**src/rtl/control_sequencer.sv**
```systemverilog
// Instruction sequencer: decodes one 16-bit instruction per EXEC cycle and drives
// the PC, ALU, register-file and data-memory strobes through a four-state FSM.
module control_sequencer #(
    parameter int ADDR_WIDTH = 8
) (
    input  logic                  i_clk,
    input  logic                  i_reset,
    input  logic [15:0]           i_instruction,
    input  logic                  i_zero,
    input  logic                  i_mem_ready,
    output logic                  o_pc_inc,
    output logic                  o_pc_load,
    output logic [ADDR_WIDTH-1:0] o_pc_addr,
    output logic [3:0]            o_alu_op,
    output logic                  o_reg_we,
    output logic [7:0]            o_imm,
    output logic                  o_mem_req,
    output logic                  o_mem_we,
    output logic                  o_halted,
    output logic [1:0]            o_state
);

    typedef enum logic [1:0] {
        ST_BUBBLE   = 2'd0,
        ST_EXEC     = 2'd1,
        ST_MEM_WAIT = 2'd2,
        ST_HALT     = 2'd3
    } state_t;

    localparam logic [3:0] OP_NOP   = 4'h0;
    localparam logic [3:0] OP_ALU   = 4'h1;
    localparam logic [3:0] OP_LOADI = 4'h2;
    localparam logic [3:0] OP_LOAD  = 4'h3;
    localparam logic [3:0] OP_STORE = 4'h4;
    localparam logic [3:0] OP_JMP   = 4'h5;
    localparam logic [3:0] OP_JZ    = 4'h6;
    localparam logic [3:0] OP_HALT  = 4'hE;

    state_t     state_q, state_d;
    logic       mem_store_q, mem_store_d;
    logic [7:0] mem_imm_q, mem_imm_d;
    logic [3:0] opcode;

    // Raw strobes before the reset override.
    logic pc_load_raw, reg_we_raw, mem_req_raw, mem_we_raw;

    assign opcode = i_instruction[15:12];

    // Only the parts of a LOAD/STORE needed while waiting on memory are latched.
    always_ff @(posedge i_clk) begin
        if (i_reset) begin
            state_q     <= ST_BUBBLE;
            mem_store_q <= 1'b0;
            mem_imm_q   <= 8'h00;
        end else begin
            state_q     <= state_d;
            mem_store_q <= mem_store_d;
            mem_imm_q   <= mem_imm_d;
        end
    end

    always_comb begin
        state_d     = state_q;
        mem_store_d = mem_store_q;
        mem_imm_d   = mem_imm_q;
        case (state_q)
            ST_BUBBLE: state_d = ST_EXEC;
            ST_EXEC: begin
                case (opcode)
                    OP_LOAD, OP_STORE: begin
                        state_d     = ST_MEM_WAIT;
                        mem_store_d = (opcode == OP_STORE);
                        mem_imm_d   = i_instruction[7:0];
                    end
                    OP_JMP:  state_d = ST_BUBBLE;
                    OP_JZ:   state_d = i_zero ? ST_BUBBLE : ST_EXEC;
                    OP_HALT: state_d = ST_HALT;
                    default: state_d = ST_EXEC;
                endcase
            end
            ST_MEM_WAIT: state_d = i_mem_ready ? ST_EXEC : ST_MEM_WAIT;
            ST_HALT:     state_d = ST_HALT;
            default:     state_d = ST_BUBBLE;
        endcase
    end

    // Data fields idle at zero whenever the strobe that qualifies them is inactive.
    always_comb begin
        o_pc_inc    = 1'b0;
        pc_load_raw = 1'b0;
        o_pc_addr   = '0;
        o_alu_op    = 4'h0;
        reg_we_raw  = 1'b0;
        o_imm       = 8'h00;
        mem_req_raw = 1'b0;
        mem_we_raw  = 1'b0;
        case (state_q)
            ST_BUBBLE: o_pc_inc = 1'b1;
            ST_EXEC: begin
                case (opcode)
                    OP_NOP: o_pc_inc = 1'b1;
                    OP_ALU: begin
                        o_pc_inc   = 1'b1;
                        reg_we_raw = 1'b1;
                        o_alu_op   = i_instruction[11:8];
                    end
                    OP_LOADI: begin
                        o_pc_inc   = 1'b1;
                        reg_we_raw = 1'b1;
                        o_imm      = i_instruction[7:0];
                    end
                    OP_LOAD, OP_STORE: begin
                        mem_req_raw = 1'b1;
                        mem_we_raw  = (opcode == OP_STORE);
                        o_imm       = i_instruction[7:0];
                    end
                    OP_JMP: begin
                        pc_load_raw = 1'b1;
                        o_pc_addr   = i_instruction[ADDR_WIDTH-1:0];
                    end
                    OP_JZ: begin
                        if (i_zero) begin
                            pc_load_raw = 1'b1;
                            o_pc_addr   = i_instruction[ADDR_WIDTH-1:0];
                        end else begin
                            o_pc_inc = 1'b1;
                        end
                    end
                    OP_HALT: o_pc_inc = 1'b0;
                    default: o_pc_inc = 1'b1;
                endcase
            end
            ST_MEM_WAIT: begin
                mem_req_raw = 1'b1;
                mem_we_raw  = mem_store_q;
                o_imm       = mem_imm_q;
                if (i_mem_ready) begin
                    o_pc_inc   = 1'b1;
                    reg_we_raw = ~mem_store_q;
                end
            end
            default: o_pc_inc = 1'b0;
        endcase
    end

    // Side-effecting strobes are suppressed for the whole reset cycle.
    assign o_pc_load = pc_load_raw & ~i_reset;
    assign o_reg_we  = reg_we_raw  & ~i_reset;
    assign o_mem_req = mem_req_raw & ~i_reset;
    assign o_mem_we  = mem_we_raw  & ~i_reset;
    assign o_halted  = (state_q == ST_HALT);
    assign o_state   = state_q;

endmodule

```
**config.mk**
```make
export PLATFORM = sky130hd
export DESIGN_NAME = control_sequencer
export DESIGN_NICKNAME = d
export VERILOG_FILES = /design/src/rtl/control_sequencer.sv
export SDC_FILE = /design/constraint.sdc
export NUM_CORES = 1
export LEC_CHECK = 0
export ABC_AREA = 1
export ABC_CLOCK_PERIOD_IN_PS = 1550
export BUFFER_PORTS_ARGS = -buffer_cell sky130_fd_sc_hd__buf_2
export CORE_MARGIN = 2
export CORE_UTILIZATION = 46
export DETAILED_ROUTE_END_ITERATION = 10
export PLACE_DENSITY = 0.8
export SLEW_MARGIN = 20
export SYNTH_ARGS = -nofsm -noshare
export SYNTH_HDL_FRONTEND = slang
export SYNTH_SLANG_ARGS = --single-unit
```
**constraint.sdc**
```tcl
create_clock -name i_clk -period 1.55 [get_ports i_clk]
set_input_delay 0.155 -clock i_clk [delete_from_list [all_inputs] [get_ports i_clk]]
set_output_delay 0.155 -clock i_clk [all_outputs]
set_load 0.05 [all_outputs]
```
==> results.md, run 1 <==
- Synthesized flop and latch total: 11
- Num CTS Buffers: 3
- Status: did not finish
- Dpl hpwl: 2.242 mm
- Port-buffer cells: 47
- Chip Width: 50.62 um
- Initial Utilization: 49.94%
- Yosys warning count: 0
- Root buffer cell: clkbuf_4
- Mapped Area: 999.7 um^2
- Pin count of the biggest net entering global routing: 17
- Worst setup endpoint GRT: o_imm[4]
- Top Ports: 48
- Avg Synthesized Cell Area: 6.577 um^2
- Stop Error: [ERROR DPL-0038] Utilization greater than 100%, impossible to legalize
- Die height: 50.62 um
- Placed standard-cell area: 0.001608 mm^2
- Row count: 16
- H-tree lvl count: 1
- Sequential fraction of the synthesis area: 22.03%
- Stop stage: 5_1_grt
- Clock Sink Count: 11
- Cell count after synthesis: 152
- Cell variety after synth: 22
- Hold-fix buffers at CTS: 0
- GP Congestion: 0.7990
- Longest Clk Path Bufs: 2
- DP Cell Count: 230
- Type of pin the worst path ends at: output port
- Net Count, Synth: between 150 and 200
==> timing repair <==
item | CTS
setup buffers | 1
resized for setup | 60
pin swaps | 0
setup endpoints to repair | 25
hold endpoints to repair | 0
gates cloned | 1
==> stage by stage <==
step	utilization [%]	setup WS [ns]	TNS (ns)	hold WS, ns
3_3_place_gp	80.31	0.04079	0	0.4388
4_1_cts	93.31	-0.1167	-2.065	0.1664
2_1_floorplan	-	-0.06277	-0.5983	0.3036
3_5_place_dp	80.31	0.02319	0	0.4369
==> kinds of logic after synthesis <==
| group | Yosys count | share of synthesized area [%] |
|---|---|---|
| AO/OA/AOI/OAI | 24 | 18.52 |
| adder cells (fa/ha/maj) | 4 | 5.006 |
| buffers and inverters | 24 | 10.89 |
| flip-flops | 11 | 22.03 |
| AND/OR/NAND/NOR | 89 | 43.55 |
==> cell usage after synthesis (all sizes together) <==
library cell	n	share of area (%)
a21oi	20	13
nor2	22	11
ha	4	5.0
inv	18	6.8
nor3	1	0.50
a31oi	2	2.8
buf	3	3.0
clkbuf	3	1.1
nand2	42	20
o21ai	1	1.6
nand3	22	11
dfxtp	11	22
or2	2	1.3
o31ai	1	0.75
==> run 2: changes to the inputs <==
--- a/config.mk
+++ b/config.mk
@@ -8,10 +8,10 @@
 export ABC_AREA = 1
 export ABC_CLOCK_PERIOD_IN_PS = 1550
 export BUFFER_PORTS_ARGS = -buffer_cell sky130_fd_sc_hd__buf_2
-export CORE_MARGIN = 2
-export CORE_UTILIZATION = 46
+export CORE_AREA = 2 2 63 65
 export DETAILED_ROUTE_END_ITERATION = 10
-export PLACE_DENSITY = 0.8
+export DIE_AREA = 0 0 65 67
+export PLACE_DENSITY_LB_ADDON = 0.15
 export SLEW_MARGIN = 20
 export SYNTH_ARGS = -nofsm -noshare
 export SYNTH_HDL_FRONTEND = slang
==> run 2 against run 1 <==
  * The flow now finishes, with violations (setup timing)
  * Synthesized cell count unchanged
  * Synthesized area unchanged
==> results.md, run 2 <==
- Hold Path End: mem_imm_q[0]$_SDFFE_PP0P_
- Initial antenna violation count: 0
- Synthesized flop and latch total: 11
- Share of power burned in registers: about a quarter
- Die area: 0.004355 mm^2
- Crit. End Element: primary output
- Leakage power: 0.0007542 uW
- Slew Viols, Final: 0
- Hold-fix buffers at CTS: 0
- CTS tree: done
- R2R Path End: o_state[0]$_SDFF_PP0_
- Post-synth top area share: 22.03%
- Ranking of synthesized cells by area: dfxtp_1, nand2_1, nand3_1
- Commonest non-fill, non-tap cell in the layout: nand2_1
- Comb pwr share: 50.0%
- Pin count of the biggest net entering global routing: 17
- GP Congestion: 0.7758
- Post-synth top flop: dfxtp_1
- Period Utilization, post-route: 105.1%
- Setup TNS: -0.9168 ns
- Worst setup margin: -0.07956 ns
- Count leader, synth: nand2_1
- Hold Violations, Final: 0
- Hold Path Stages: 3
- Chip Width: 65 um
- Vias post-DR: 1190
- Antenna diode count: 0
- Total GRT Usage: 15.57%
- Worst EP required: around 1.4 ns
- WHS: 0.2122 ns
- Port-buffer cells: 47
- Status: finished with violations
- Iter 0 DRT Violations: 41
- Max-Cap Viols: 0
- Hold path start: i_instruction[0]
- First-pass GRT wire length: 5.140 mm
- Biggest register: mem_imm_q
- Critical path fanouts, max: 8
- Reg2reg setup slack: 0.23 ns
- Top Ports: 48
- Net Count, Synth: approximately 180
- Max reg flops: 8
- Die height: 67 um
- Peak supply drop: approximately 0.27 mV
- Most frequent cells in the layout: nand2_1, buf_6, buf_2, nand3_1, nor2_4
- Internal power: approximately 700 uW
- Drt drc: 0
- Failing checks: setup timing
- NetSw: 500.8 uW
- Final Skew: 0.0005858 ns
- Setup CP Type: reg2out
- Cell count after synthesis: 152
- Worst-Margin Slew: about 0.45 ns
- DP Cell Count: 252
- Final Non-Filler Cells: 259
- Worst-skew pair later-pin latency: 0.24 ns
- H-tree lvl count: 1
- Cell taking the most area after synthesis: dfxtp_1
- Final setup viols: 16
- Clock network fraction of design power: about a quarter
- Avg Synthesized Cell Area: 6.577 um^2
- WL per Instance: 12.20 um
- Num CTS Buffers: 3
- Fill cells: between 300 and 400
- Fmax: 613.7 MHz
- RSZ-0062 raised after global routing: true
- Asr flop ratio synth: 0%
- Reg2reg start: o_state[1]$_SDFF_PP0_
- Crit path DAT: around 1.5 ns
- Area Overhead vs Synth: 94.87%
- Layout net count: 236
- Type of origin of the critical path: register
- Sw frac: 41.64%
- EDFF count, synth: 0
- Sequential fraction of the synthesis area: roughly 22%
- Mapped Area: 999.7 um^2
- Worst hold-check path type: in2reg
- Cell variety after synth: 22
- ANT nets after route: 0
- Fraction of layout cells with a size suffix above 1: between 60 and 70%
- Vias in the first global route: 1175
- Most frequent cells after synthesis: nand2_1, nand3_1, nor2_1
- Initial Utilization: 27.72%
- Via density: 4.595
- Yosys warning count: 0
- Crit path time final: 1.630 ns
- Drt pass-1 iters: 4
- Root buffer cell: clkbuf_8
- Worst slew margin: 70.05%
- DRT Wirelength: 3.161 mm
- Dpl hpwl: roughly 2.4 mm
- Pwr Density: 617.4 mW/mm^2
- Row count: 22
- Longest Clk Path Bufs: 2
- FF-to-FF path depth: 5
- Total core area: 0.003606 mm^2
- Grt ovf: 0
- Reg clk slew, reported paths: 0.05 ns
- Clock Sink Count: 11
## run 2: power groups by stage
stage / Combinational [uW] / Clock (uW) / Sequential, uW
2_1_floorplan: 366 / 0 / 336
3_3_place_gp: 539 / 0 / 315
3_5_place_dp: 546 / 0 / 317
4_1_cts: 601 / 298 / 312
5_1_grt: 643 / 311 / 313
6_report: 602 / 290 / 312
## run 2: cell families (layout without fill, tap and decap cells)
kind of cell	Yosys count	after routing	synth area share (%)
fa+ha+maj	4	4	5.006
simple gates	89	89	43.55
compound gates	24	24	18.52
flops	11	11	22.03
buf+inv	24	83	10.89
## run 2: worst max-delay path by stage
stage                                      from       end  slack, ns  cells after the start
after floorplan           o_state[0]$_SDFF_PP0_  o_imm[0]      -0.06                      4
after global placement        i_instruction[14]  o_imm[0]       0.02                      7
after detailed placement  o_state[1]$_SDFF_PP0_  o_imm[2]       0.01                      6
after CTS                 o_state[0]$_SDFF_PP0_  o_imm[2]      -0.08                      6
after global routing      o_state[1]$_SDFF_PP0_  o_imm[4]      -0.14                      6
final                     o_state[1]$_SDFF_PP0_  o_imm[0]      -0.08                      6
## run 2: critical path: stages (launching register included)
cell,delay (ns)
dfxtp_4,0.37
inv_4,0.05
ha_4,0.28
clkinvlp_4,0.09
buf_12,0.16
a21oi_4,0.11
buf_6,0.17
## run 2: stage by stage
stage | area, um^2 | total power, uW | setup WS [ns] | util (%)
final | 1948 | 1203 | -0.07956 | 54.03
after global routing | 1948 | 1268 | -0.1356 | 54.03
after CTS | 1887 | 1210 | -0.08497 | 52.32
after detailed placement | 1654 | 862.8 | 0.01344 | 45.87
after global placement | 1654 | 854.3 | 0.02457 | 45.87
after floorplan | 1285 | 702.0 | -0.06277 | -
## run 2: cell type report
cell class	count	area, um^2	area share (%)
multi-input cells	117	979.7	50.29
well taps	48	60.06	3.083
clock buffers	4	45.04	2.312
flip-flops and latches	11	227.7	11.69
inverters	18	76.32	3.918
repair buffers	61	559.3	28.71
## run 2: per-layer routing
layer	wire [um]	up-vias	global-route usage (%)
met5	0	-	0
met4	0	0	6.383
met3	168	0	2.534
met2	1684	36	29.25
met1	1308	546	17.26
li1	-	608	-
## run 2: what timing repair did
item	4_1_cts	5_1_grt
endpoints found under the setup margin	25	25
buffers inserted	2	1
resized for setup	55	14
Power figures use the tool's default switching activity.
==> run 3: changes to the inputs <==
--- a/config.mk
+++ b/config.mk
@@ -5,12 +5,12 @@
 export SDC_FILE = /design/constraint.sdc
 export NUM_CORES = 1
 export LEC_CHECK = 0
-export ABC_AREA = 1
 export ABC_CLOCK_PERIOD_IN_PS = 1550
 export BUFFER_PORTS_ARGS = -buffer_cell sky130_fd_sc_hd__buf_2
-export CORE_AREA = 2 2 63 65
+export CORE_AREA = 3 3 64 66
 export DETAILED_ROUTE_END_ITERATION = 10
-export DIE_AREA = 0 0 65 67
+export DIE_AREA = 0 0 67 69
+export GPL_TIMING_DRIVEN = 0
 export PLACE_DENSITY_LB_ADDON = 0.15
 export SLEW_MARGIN = 20
 export SYNTH_ARGS = -nofsm -noshare
==> run 3 against run 2 <==
  * The flow still finishes with violations (setup timing)
  * Sequential power shrank 4%
  * Sequential share of layout area up 1.2 points
  * Maximum frequency shrank 14%
  * Flip-flop and latch count is the same
  * Wire length is 2.2% lower
  * Clock skew about the same
  * Worst hold slack worse by 0.035 ns
  * Clock power up 2%
  * Critical endpoint is now o_imm[5]
  * Largest power group unchanged
  * Highest routed layer is now met4
==> results.md, run 3 <==
- Most frequent cells in the layout: buf_2, buf_6, and2_2
- Fraction of layout cells with a size suffix above 1: 67.84%
- Sw frac: 32.80%
- Synthesized flop and latch total: 11
- Crit path time final: approximately 1.9 ns
- CTS tree: done
- Critical path fanouts, max: 8
- Most frequent cells after synthesis: and2_1, nor2_1, dfxtp_1
- Worst-skew pair later-pin latency: about 0.24 ns
- DRT Wirelength: 3.092 mm
- Final Skew: 0.001080 ns
- Drt pass-1 iters: 4
- Initial antenna violation count: 0
- Max reg flops: 8
- GP Congestion: 0.7252
- Crit path from: o_state[1]$_SDFF_PP0_
- Cell taking the most area after synthesis: dfxtp_1
- Antenna diode count: 0
- Mapped Area: ~900 um^2
- Total core area: 0.003633 mm^2
- Setup CP Type: reg2out
- Biggest register: mem_imm_q
- R2R Path End: mem_imm_q[7]$_SDFFE_PP0P_
- NetSw: 300.4 uW
- Type of origin of the critical path: register
- Port-buffer cells: 46
- Ranking of synthesized cells by area: dfxtp_1, mux2i_1, and2_1
- Drt drc: 0
- Iter 0 DRT Violations: 37
- Die area: 0.004623 mm^2
- Share of power burned in registers: 32.6%
- Peak supply drop: 0.3310 mV
- Longest Clk Path Bufs: 2
- Layout net count: 196
- Chip Width: approximately 67 um
- Clock Sink Count: 11
- Sequential fraction of the synthesis area: 24.51%
- Overall power: between 900 and 1000 uW
- Max-Cap Viols: 0
- Initial Utilization: 24.72%
- Row count: 22
- Slew Viols, Final: 0
- Asr flop ratio synth: 0%
- Net Count, Synth: about 140
- Die height: between 60 and 70 um
- Fmax: 530.3 MHz
- Cell variety after synth: 27
- Root buffer cell: clkbuf_8
- Num CTS Buffers: 3
- Final setup viols: 33
- Dpl hpwl: roughly 2 mm
- Avg Synthesized Cell Area: 8.093 um^2
- Total GRT Usage: 13.39%
- Status: finished with violations
- Crit path DAT: about 1.7 ns
- Crit. End Element: primary output
- Period Utilization, post-route: 121.7%
- Comb pwr share: 35.0%
- ANT nets after route: 0
- Reg2reg start: o_state[1]$_SDFF_PP0_
- Post-synth top flop: dfxtp_1
- Hold Violations, Final: 0
- Worst setup endpoint: o_imm[5]
- Via density: 4.630
- Reg clk slew, reported paths: roughly 0.050 ns
- EDFF count, synth: 0
- Area Overhead vs Synth: 96.52%
- Internal power: 615.5 uW
- Worst slew margin: 66.53%
- Reg2reg setup slack: -0.18 ns
- H-tree lvl count: 1
- Setup TNS: -7.485 ns
- Top Ports: 48
- Commonest non-fill, non-tap cell in the layout: buf_2
- Worst setup margin: -0.3356 ns
- Failing checks: setup timing
- Pwr Density: 518.8 mW/mm^2
- Worst-Margin Slew: 0.5021 ns
- Vias in the first global route: 984
- Clock network fraction of design power: 32.4%
- Cell count after synthesis: ~110
- Leakage power: 0.0006821 uW
- Post-synth top area share: 24.51%
- Vias post-DR: 1014
- RSZ-0062 raised after global routing: true
- Worst hold-check path type: in2reg
- DP Cell Count: slightly above 200
- FF-to-FF path depth: 9
- Final Non-Filler Cells: 219
- Worst EP required: around 1.4 ns
- WL per Instance: 14.12 um
- Grt ovf: 0
- First-pass GRT wire length: 4.892 mm
- Pin count of the biggest net entering global routing: 11
- Yosys warning count: 0
run 3: cell types whose count changed in the layout (fill, tap and decap cells not counted), moves of 7 or more:
cell     delta
a22oi_2     +8
and2_2     +11
mux2i_1     +7
nand2_1    -24
nand2_2    -10
nand3_1    -18
nor2_4     -11
nor2b_4     +9
run 3: area by class of cell:
type	instances	area (um^2)
Inverter	6	25.02
Sequential cell	11	227.7
Fill cell	337	1868
Buffer	5	55.05
Clock buffer	4	45.04
Multi-Input combinational cell	90	867.1
Timing Repair Buffer	55	485.5
Tap cell	48	60.06
run 3: critical path, cell delays in order, from the launching register on:
cell     delay [ns]
dfxtp_4        0.35
inv_4          0.06
ha_4           0.13
or2b_4         0.30
a21oi_4        0.14
buf_12         0.15
a22oi_2        0.08
nor2b_4        0.12
buf_6          0.16
run 3: worst min path at each step:
stage | startpoint | depth (start not counted) | endpoint | slack, ns
2_1_floorplan | i_reset | 1 | o_state[0]$_SDFF_PP0_ | 0.22
3_3_place_gp | i_instruction[2] | 3 | mem_imm_q[2]$_SDFFE_PP0P_ | 0.42
3_5_place_dp | i_reset | 2 | o_state[0]$_SDFF_PP0_ | 0.42
4_1_cts | i_reset | 2 | o_state[0]$_SDFF_PP0_ | 0.17
5_1_grt | i_reset | 2 | o_state[0]$_SDFF_PP0_ | 0.19
6_report | i_reset | 2 | o_state[0]$_SDFF_PP0_ | 0.18
run 3: stage by stage:
step	utilization, %	setup slack (ns)	hold slack (ns)	area [um^2]
global placement	36.98	-0.2741	0.4179	1344
detailed placement	36.98	-0.2898	0.4225	1344
global route	48.59	-0.4106	0.1870	1765
floorplan	-	-0.1253	0.2244	1054
finish	48.59	-0.3356	0.1776	1765
CTS	46.32	-0.3276	0.1729	1683
run 3: power groups by stage:
stage / Clock [uW] / Sequential [uW] / Combinational, uW
global placement: 0 / 303 / 254
CTS: 299 / 298 / 306
finish: 296 / 299 / 321
detailed placement: 0 / 303 / 256
floorplan: 0 / 314 / 174
global route: 316 / 300 / 342
run 3: timing repair:
item / 4_1_cts / 5_1_grt
hold buffers: 0 / 0
pin swaps: 6 / 6
setup buffers: 6 / 4
endpoints found under the hold margin: 0 / 0
endpoints found under the setup margin: 33 / 36
gates cloned: 2 / 0
resized for setup: 58 / 27
run 3: cell families (layout without fill, tap and decap cells):
kind of cell / Yosys count / in the layout / share of synthesized area (%)
fa+ha+maj: 4 / 4 / 5.571
compound gates: 23 / 24 / 19.64
flops: 11 / 11 / 24.51
xor+xnor: 1 / 1 / 0.9751
mux: 8 / 8 / 8.914
simple gates: 53 / 53 / 33.01
buf+inv: 11 / 70 / 7.381
run 3: metal layers:
layer  part of all wire (%)  track usage [%]
met1                     45            18.35
met2                     49            20.96
met3                    5.6            2.443
met4                   0.84            4.054
met5                      0                0
